### config.mk
export PLATFORM = sky130hd
export DESIGN_NAME = ssp_tx_fifo
export DESIGN_NICKNAME = d
export VERILOG_FILES = /design/src/rtl/ssp_tx_fifo_pkg.sv /design/src/rtl/ssp_tx_fifo.sv
export SDC_FILE = /design/constraint.sdc
export NUM_CORES = 1
export LEC_CHECK = 0
export CAP_MARGIN = 20
export CELL_PAD_IN_SITES_DETAIL_PLACEMENT = 2
export CELL_PAD_IN_SITES_GLOBAL_PLACEMENT = 2
export CORE_MARGIN = 1.5
export CORE_UTILIZATION = 40
export DETAILED_ROUTE_END_ITERATION = 10
export GPL_TIMING_DRIVEN = 0
export HOLD_SLACK_MARGIN = 0.03
export PLACE_DENSITY = 0.78
export SYNTH_ARGS = -nofsm -noshare
export SYNTH_HDL_FRONTEND = slang
export SYNTH_SLANG_ARGS = --single-unit
### constraint.sdc
create_clock -name PCLK -period 3 [get_ports PCLK]
set_input_delay 0.6 -clock PCLK [delete_from_list [all_inputs] [get_ports PCLK]]
set_output_delay 0.6 -clock PCLK [all_outputs]
set_load 0.05 [all_outputs]
### src/rtl/ssp_tx_fifo_pkg.sv
// ============================================================================
// Module  : ssp_tx_fifo_pkg
// Purpose : Shared SSP definitions. Holds the data width, TX FIFO depth,
//           pointer width and the SSP_CTRL bus-select encodings used by the
//           top-level SSP. The RX FIFO block shares these definitions.
// Ports   : (package - none)
// Revision: 1.0  initial release
// ============================================================================
`default_nettype none

package ssp_tx_fifo_pkg;

  localparam int SSP_WIDTH        = 8;
  localparam int SSP_TXFIFO_DEPTH = 4;
  localparam int SSP_TXFIFO_AW    = $clog2(SSP_TXFIFO_DEPTH);

  // Bus-select encodings decoded by the top-level SSP.
  typedef enum logic [1:0] {
    SSP_CTRL_NONE   = 2'b00,
    SSP_CTRL_TXFIFO = 2'b01,
    SSP_CTRL_RXFIFO = 2'b10,
    SSP_CTRL_REGS   = 2'b11
  } ssp_ctrl_e;

endpackage

`default_nettype wire

### src/rtl/ssp_tx_fifo.sv
// ============================================================================
// Module  : ssp_tx_fifo
// Purpose : Transmit-side buffer between the processor bus and the SSP serial
//           port. Bytes from bus writes are queued in order; the oldest byte
//           is presented on TXDATA and popped when the serial port takes it.
//           SSPTXINTR is raised while the FIFO is full.
// Ports   : PCLK       in   system clock, posedge
//           CLEAR_B    in   asynchronous active-low reset
//           PSEL       in   bus select for this FIFO
//           PWRITE     in   write strobe (push when PSEL & PWRITE)
//           PWDATA     in   byte to push
//           TX_TAKEN   in   1-cycle pulse: serial port latched TXDATA
//           TXDATA     out  head-of-queue byte, 0 when empty
//           TX_VALID   out  FIFO not empty
//           SSPTXINTR  out  FIFO full
//           TX_COUNT   out  entries held, 0..DEPTH
//           TX_OVERRUN out  sticky: push attempted while full
// Revision: 1.0  initial release
// ============================================================================
`default_nettype none

module ssp_tx_fifo
  import ssp_tx_fifo_pkg::*;
#(
  parameter int WIDTH = SSP_WIDTH,
  parameter int DEPTH = SSP_TXFIFO_DEPTH,
  parameter int AW    = SSP_TXFIFO_AW
) (
  input  logic           PCLK,
  input  logic           CLEAR_B,
  input  logic           PSEL,
  input  logic           PWRITE,
  input  logic [WIDTH-1:0] PWDATA,
  input  logic           TX_TAKEN,
  output logic [WIDTH-1:0] TXDATA,
  output logic           TX_VALID,
  output logic           SSPTXINTR,
  output logic [AW:0]    TX_COUNT,
  output logic           TX_OVERRUN
);

  localparam logic [AW:0] C_FULL_COUNT = (AW+1)'(DEPTH);

  logic [WIDTH-1:0] r_mem [DEPTH];
  logic [AW-1:0]    r_wr_ptr;
  logic [AW-1:0]    r_rd_ptr;
  logic [AW:0]      r_count;
  logic             r_overrun;

  logic w_full;
  logic w_empty;
  logic w_write;
  logic w_push;
  logic w_pop;

  // Full/empty come from the explicit counter so that equal pointers are
  // never ambiguous.
  assign w_full  = (r_count == C_FULL_COUNT);
  assign w_empty = (r_count == '0);
  assign w_write = PSEL & PWRITE;
  // Both qualifiers use pre-edge state: a write while full is rejected even
  // if a pop frees a slot on the same edge.
  assign w_push  = w_write & ~w_full;
  assign w_pop   = TX_TAKEN & ~w_empty;

  // Storage is deliberately not reset.
  always_ff @(posedge PCLK) begin
    if (w_push) begin
      r_mem[r_wr_ptr] <= PWDATA;
    end
  end

  always_ff @(posedge PCLK or negedge CLEAR_B) begin
    if (!CLEAR_B) begin
      r_wr_ptr  <= '0;
      r_rd_ptr  <= '0;
      r_count   <= '0;
      r_overrun <= 1'b0;
    end else begin
      // Pointers wrap naturally at AW bits.
      if (w_push) begin
        r_wr_ptr <= r_wr_ptr + 1'b1;
      end
      if (w_pop) begin
        r_rd_ptr <= r_rd_ptr + 1'b1;
      end
      case ({w_push, w_pop})
        2'b10:   r_count <= r_count + 1'b1;
        2'b01:   r_count <= r_count - 1'b1;
        default: r_count <= r_count;
      endcase
      if (w_write && w_full) begin
        r_overrun <= 1'b1;
      end
    end
  end

  assign TXDATA     = w_empty ? '0 : r_mem[r_rd_ptr];
  assign TX_VALID   = ~w_empty;
  assign SSPTXINTR  = w_full;
  assign TX_COUNT   = r_count;
  assign TX_OVERRUN = r_overrun;

endmodule

`default_nettype wire

## Word-level counts from Yosys, hierarchy flattened

Memories as Yosys holds them, arrays and structs flattened.
Cells that the tools add are included.

- Add/sub/neg operators: 4
- Shift operators: 0
- Divide/modulo/power cells: 0
- Equality and inequality tests: 3
- $lt $le $gt $ge: 0
- Bitwise gates (word level): 5
- Multiplexer cells: 4
- Multiply operators: 0
- Reduce and logical (&&, ||, !) cells: 3

Operators by type and width:

| operator | number |
|---|---|
| 8-bit 2-to-1 mux | 1 |
| 3-bit one-hot mux with 2 select lines | 1 |
| 2-bit by 1-bit adder with 2-bit output (second input constant) | 2 |
| 3-bit by 1-bit adder with 3-bit output (second input constant) | 1 |
| 1-bit bitwise AND | 3 |
| 3-bit equality test (second input constant) | 1 |
| 3-bit zero test | 1 |
| 3-bit by 1-bit subtractor with 3-bit output (second input constant) | 1 |
| 2-bit by 1-bit equality test with 1-bit output (second input constant) | 1 |
| 2-bit equality test (second input constant) | 1 |
| 1-bit 2-to-1 mux | 2 |
| 1-bit inverter | 2 |
| 2-bit nonzero test | 1 |
| 1-bit logical AND | 1 |

- Register bits after elaboration: 8
- Memories kept: 1
- Bits in latches: 0
- Memory bits (read-only): 0
- Memory bits (writable): 32
- Bits of input ports: 13

Memories:

| name | words | bits a word | read ports | clocked after memory_dff | write ports | RTL line | text |
|---|---|---|---|---|---|---|---|
| r_mem | 4 | 8 | 1 | 0 | 1 | ssp_tx_fifo.sv:44 | `logic [WIDTH-1:0] r_mem [DEPTH];` |

## Longest topological paths before layout

- Depth in word-level cells: 5
- Depth in mapped cells: 9

## Worst setup path after synthesis

Ideal clock, no wire load.

- Kind: register to register
- Start: register r_count[2] (netlist: TX_COUNT[2])
- End: register r_count[2] (netlist: TX_COUNT[2])
- Stages on the path, launching flop included: 10
- Path buffers: 0
- Clock period less this slack: 2803 ps
- Path slack: 197 ps
- Data required time: 2918 ps
- Data arrival time: 2721 ps
- Cells stage by stage: dfrtp_1 nor3b_2 nor2_2 inv_1 ha_1 inv_1 fa_1 xor2_1 nor2_1 xor2_1

- Longest elaborated chain between the ends: 5
- Elaborated cells on any way between the ends: 12
- Classes of those cells: 2 x add/sub; 3 x eq/ne; 1 x mux; 4 x bitwise; 2 x reduce/logical

RTL lines:

| item | RTL line | text |
|---|---|---|
| start: declaration | ssp_tx_fifo.sv:47 | `logic [AW:0] r_count;` |
| start signal: assignment | ssp_tx_fifo.sv:88 | `2'b10: r_count <= r_count + 1'b1;` |
| start signal: assignment | ssp_tx_fifo.sv:89 | `2'b01: r_count <= r_count - 1'b1;` |
| start signal: assignment | ssp_tx_fifo.sv:90 | `default: r_count <= r_count;` |
| 3-bit equality test * | ssp_tx_fifo.sv:58 | `assign w_full = (r_count == C_FULL_COUNT);` |
| net SSPTXINTR | ssp_tx_fifo.sv:37 | `output logic SSPTXINTR,` |
| 1-bit inverter * | ssp_tx_fifo.sv:63 | `assign w_push = w_write & ~w_full;` |
| 1-bit bitwise AND * | ssp_tx_fifo.sv:63 |  |
| 2-bit by 1-bit equality test with 1-bit output or 2-bit equality test (tied branches) | ssp_tx_fifo.sv:87 | `case ({w_push, w_pop})` |
| 3-bit one-hot mux with 2 select lines or 2-bit nonzero test (tied branches) | n/a |  |

Mark *: on every way through the listed nets, which the timed path passes. The rest lies on a longest branch.
A chain may end at the register's enable or synchronous reset.

## Final worst setup path

- Start: register r_rd_ptr[0]
- End: output TXDATA[7]

- Longest elaborated chain between the ends: 2

RTL lines:

| item | RTL line | text |
|---|---|---|
| start: declaration | ssp_tx_fifo.sv:46 | `logic [AW-1:0] r_rd_ptr;` |
| start signal: assignment | ssp_tx_fifo.sv:85 | `r_rd_ptr <= r_rd_ptr + 1'b1;` |
| memory 4 x 8 bit | n/a |  |
| 8-bit 2-to-1 mux | ssp_tx_fifo.sv:98 | `assign TXDATA = w_empty ? '0 : r_mem[r_rd_ptr];` |
| end: declaration | ssp_tx_fifo.sv:35 | `output logic [WIDTH-1:0] TXDATA,` |

Every way passes these cells.

==> flow_metrics.env <==
export IMPL_outcome="complete, no violations"
export IMPL_worst_ep_arrival_time_ns=2.21
export IMPL_critPathMaxFanout=10
export IMPL_timing_final_crit_share_pct=93.64
export IMPL_critical_path_required_ns=2.40
export IMPL_yosysSeqAreaShare_pct=68.64
export IMPL_drt_pass1_iterations=4
export IMPL_fp_dieW_um=68.03
export IMPL_total_power_mw=2.298
export IMPL_initial_core_util_pct=41.99
export IMPL_cts_tree="done"
export IMPL_wl_per_cell_um=18.87
export IMPL_grt_start_max_net_pins=13
export IMPL_critical_path_reg2reg_endpoint="TX_COUNT[2]$_DFFE_PN0P_"
export IMPL_first_global_vias=960
export IMPL_seq_power_share_pct=33.5
export IMPL_grt_util_met2_pct=28.16
export IMPL_skew_ns=0.006553
export IMPL_path_clk_slew_ns=0.07
export IMPL_clock_insertion_delay_at_the_later_pin_of_the_skew_report_ns=0.29
export IMPL_fmax_mhz=356.0
export IMPL_cell_internal_power_dissipation_mw=1.349
export IMPL_power_frac_comb_pct=51.9
export IMPL_power_per_cell_area_nw_per_um2=1097
export IMPL_syn_to_final_growth_pct=23.89
export IMPL_hold_viol_final=0
export IMPL_max_cap_viol_count=0
export IMPL_dr_total_vias=872
export IMPL_core_um2=4029
export IMPL_startpoint="r_rd_ptr[0]$_DFFE_PN0P_"
export IMPL_worst_pin_slew_ns=0.5181
export IMPL_static_leakage_power_nw=0.7540
export IMPL_setup_fix_buffers_added_after_clock_tree_synthesis=0
export IMPL_io_buffers=26
export IMPL_drt_total_wl_um=3302
export IMPL_diode_insertion_count_for_antenna_repair=0
export IMPL_worst_hold_path_type="flip-flop to flip-flop"
export IMPL_cts_root_buffer_cell="sky130_fd_sc_hd__clkbuf_8"
export IMPL_gp_weighted_congestion=0.7248
export IMPL_worst_setup_path_end_kind="primary output"
export IMPL_setup_worst_path_class="flip-flop to primary output"
export IMPL_postRouteAntennaNets=0
export IMPL_yosysWarnings=0
export IMPL_grt_setup_unrepaired="false"
export IMPL_clock_sinks=40
export IMPL_power_share_clock_pct=14.6
export IMPL_io_pin_count=27
export IMPL_count_of_h_tree_levels_built_during_cts=2
export IMPL_dieArea_um2=4628
export IMPL_die_height_um=68.03
export IMPL_met1_usage_pct=20.55
export IMPL_timing_final_max_slew_violations=0
export IMPL_ctsResizeCount=0
export IMPL_synth_net_count=110
export IMPL_r2r_worst_path_cells=9
export IMPL_grt_total_usage_pct=16.76
export IMPL_slew_headroom_pct=65.35
export IMPL_hold_path_cell_count=1
export IMPL_post_synth_instance_area_um2=1692
export IMPL_grt_met3_usage_pct=5.428
export IMPL_finalNetCount=143
export IMPL_critical_path_reg2reg_startpoint="TX_COUNT[0]$_DFFE_PN0P_"
export IMPL_synth_cells=91
export IMPL_drt_iter0_markers=42
export IMPL_grt_overflow=0
export IMPL_peakVddDrop_uv=375.3
export IMPL_switching_power_mw=0.9495
export IMPL_number_of_remaining_drc_errors=0
export IMPL_hpwl_um=2409
export IMPL_worst_setup_path_start_kind="flip-flop"
export IMPL_cts_made_buffers=5
export IMPL_ys_types=21
export IMPL_grt_busiest_layer="met2"
export IMPL_number_of_antenna_violations_at_the_first_check_in_global_routing=0
export IMPL_timing_critical_path_to="TXDATA[7]"
export IMPL_drive_gt1_share_pct=19.20
export IMPL_timing_reg2reg_setup_slack_ns=0.89
export IMPL_timing_final_crit_period_ns=2.809
export IMPL_routed_via_density=4.983
export IMPL_cts_hold_repair_buffers=0
export IMPL_rows=23
export IMPL_setup_violations_final=0
export IMPL_global_route_wire_length_before_repair_um=5209
export IMPL_ys_seq_elements=40
export IMPL_switching_share_pct=41.31
export IMPL_clk_path_buf_depth=2
export IMPL_final_setup_tns_ns=0
export IMPL_synth_area_per_cell_um2=18.59
## critical path: stages, from the launching register on
cell,delay [ns]
sky130_fd_sc_hd__dfrtp_1,0.35
sky130_fd_sc_hd__buf_6,0.19
sky130_fd_sc_hd__mux4_2,0.51
sky130_fd_sc_hd__and2_1,0.17
sky130_fd_sc_hd__clkdlybuf4s50_1,0.70
## how the worst min path moves through the flow
stage / start / endpoint / slack [ns]
2_1_floorplan: CLEAR_B / TX_COUNT[0]$_DFFE_PN0P_ / 0.30
3_3_place_gp: TX_OVERRUN$_DFFE_PN0P_ / TX_OVERRUN$_DFFE_PN0P_ / 0.45
3_5_place_dp: TX_OVERRUN$_DFFE_PN0P_ / TX_OVERRUN$_DFFE_PN0P_ / 0.46
4_1_cts: TX_OVERRUN$_DFFE_PN0P_ / TX_OVERRUN$_DFFE_PN0P_ / 0.48
5_1_grt: TX_OVERRUN$_DFFE_PN0P_ / TX_OVERRUN$_DFFE_PN0P_ / 0.50
6_report: TX_OVERRUN$_DFFE_PN0P_ / TX_OVERRUN$_DFFE_PN0P_ / 0.47
## power by group through the flow
stage | Clock, mW | Combinational (mW) | Sequential [mW]
after CTS | 0.341 | 1.22 | 0.773
after detailed placement | 0 | 1.21 | 0.785
final | 0.335 | 1.19 | 0.771
after floorplan | 0 | 0.756 | 0.864
after global placement | 0 | 1.17 | 0.771
after global routing | 0.371 | 1.28 | 0.783
## state kept, by name (all words and copies together) (netlist names)
signal,count
TX_OVERRUN,1
TX_COUNT,3
r_mem,32
r_rd_ptr,2
r_wr_ptr,2
## metrics by stage
stage	setup slack (ns)	hold slack (ns)	utilization (%)	cell area, um^2	std cells
floorplan	0.1969	0.3044	-	1692	91
global placement	0.5212	0.4504	50.00	2014	167
detailed placement	0.4736	0.4608	50.00	2014	167
CTS	0.1555	0.4771	52.02	2096	175
global route	0.07086	0.4958	52.02	2096	175
finish	0.1907	0.4710	52.02	2096	175
## synthesized netlist by cell type, drive strengths merged
cell type / number / area share (%)
xnor2: 3 / 1.6
a31o: 1 / 0.52
fa: 1 / 1.2
inv: 6 / 1.3
edfxtp: 32 / 57
and2: 13 / 5.0
mux4: 8 / 11
dfrtp: 8 / 12
mux2: 1 / 0.89
clkbuf: 1 / 0.30
buf: 2 / 1.3
nand3: 1 / 0.59
nand2: 1 / 0.22
mux2i: 1 / 0.59
ha: 5 / 3.7
nor3b: 1 / 0.74
xor2: 3 / 1.6
nor2: 2 / 0.59
or3: 1 / 0.67
## placed cells by master, fill, tap and decap left out, types with 2 or more instances in the layout
cell,n
sky130_fd_sc_hd__mux4_2,8
sky130_fd_sc_hd__edfxtp_1,32
sky130_fd_sc_hd__clkbuf_8,5
sky130_fd_sc_hd__and2_1,12
sky130_fd_sc_hd__inv_1,6
sky130_fd_sc_hd__xnor2_1,3
sky130_fd_sc_hd__ha_1,5
sky130_fd_sc_hd__clkbuf_1,2
sky130_fd_sc_hd__dfrtp_1,8
sky130_fd_sc_hd__clkdlybuf4s50_1,26
sky130_fd_sc_hd__xor2_1,3
sky130_fd_sc_hd__buf_6,2
## layer usage
layer	wire, um	vias to the layer above
li1	-	398
met1	1382	451
met2	1757	17
met3	120	6
met4	41	0
met5	0	-
## logic make-up (layout without fill, tap and decap cells)
group | Yosys count | count (layout) | share of synthesized area, %
mux | 10 | 10 | 12.13
flops | 40 | 40 | 68.64
xor+xnor | 6 | 6 | 3.107
fa+ha+maj | 6 | 6 | 4.882
buf+inv | 9 | 43 | 2.958
compound gates | 1 | 1 | 0.5178
simple gates | 19 | 19 | 7.766
## final cells by class
class                           count  area [um^2]
Clock buffer                        7        76.32
Clock inverter                      1        5.005
Timing Repair Buffer               26        260.3
Multi-Input combinational cell     42        480.5
Buffer                              3        27.53
Tap cell                           50        62.56
Inverter                            6        22.52
Sequential cell                    40         1161
Fill cell                         379         1933
Note: power is estimated with default switching activity, not from simulation.
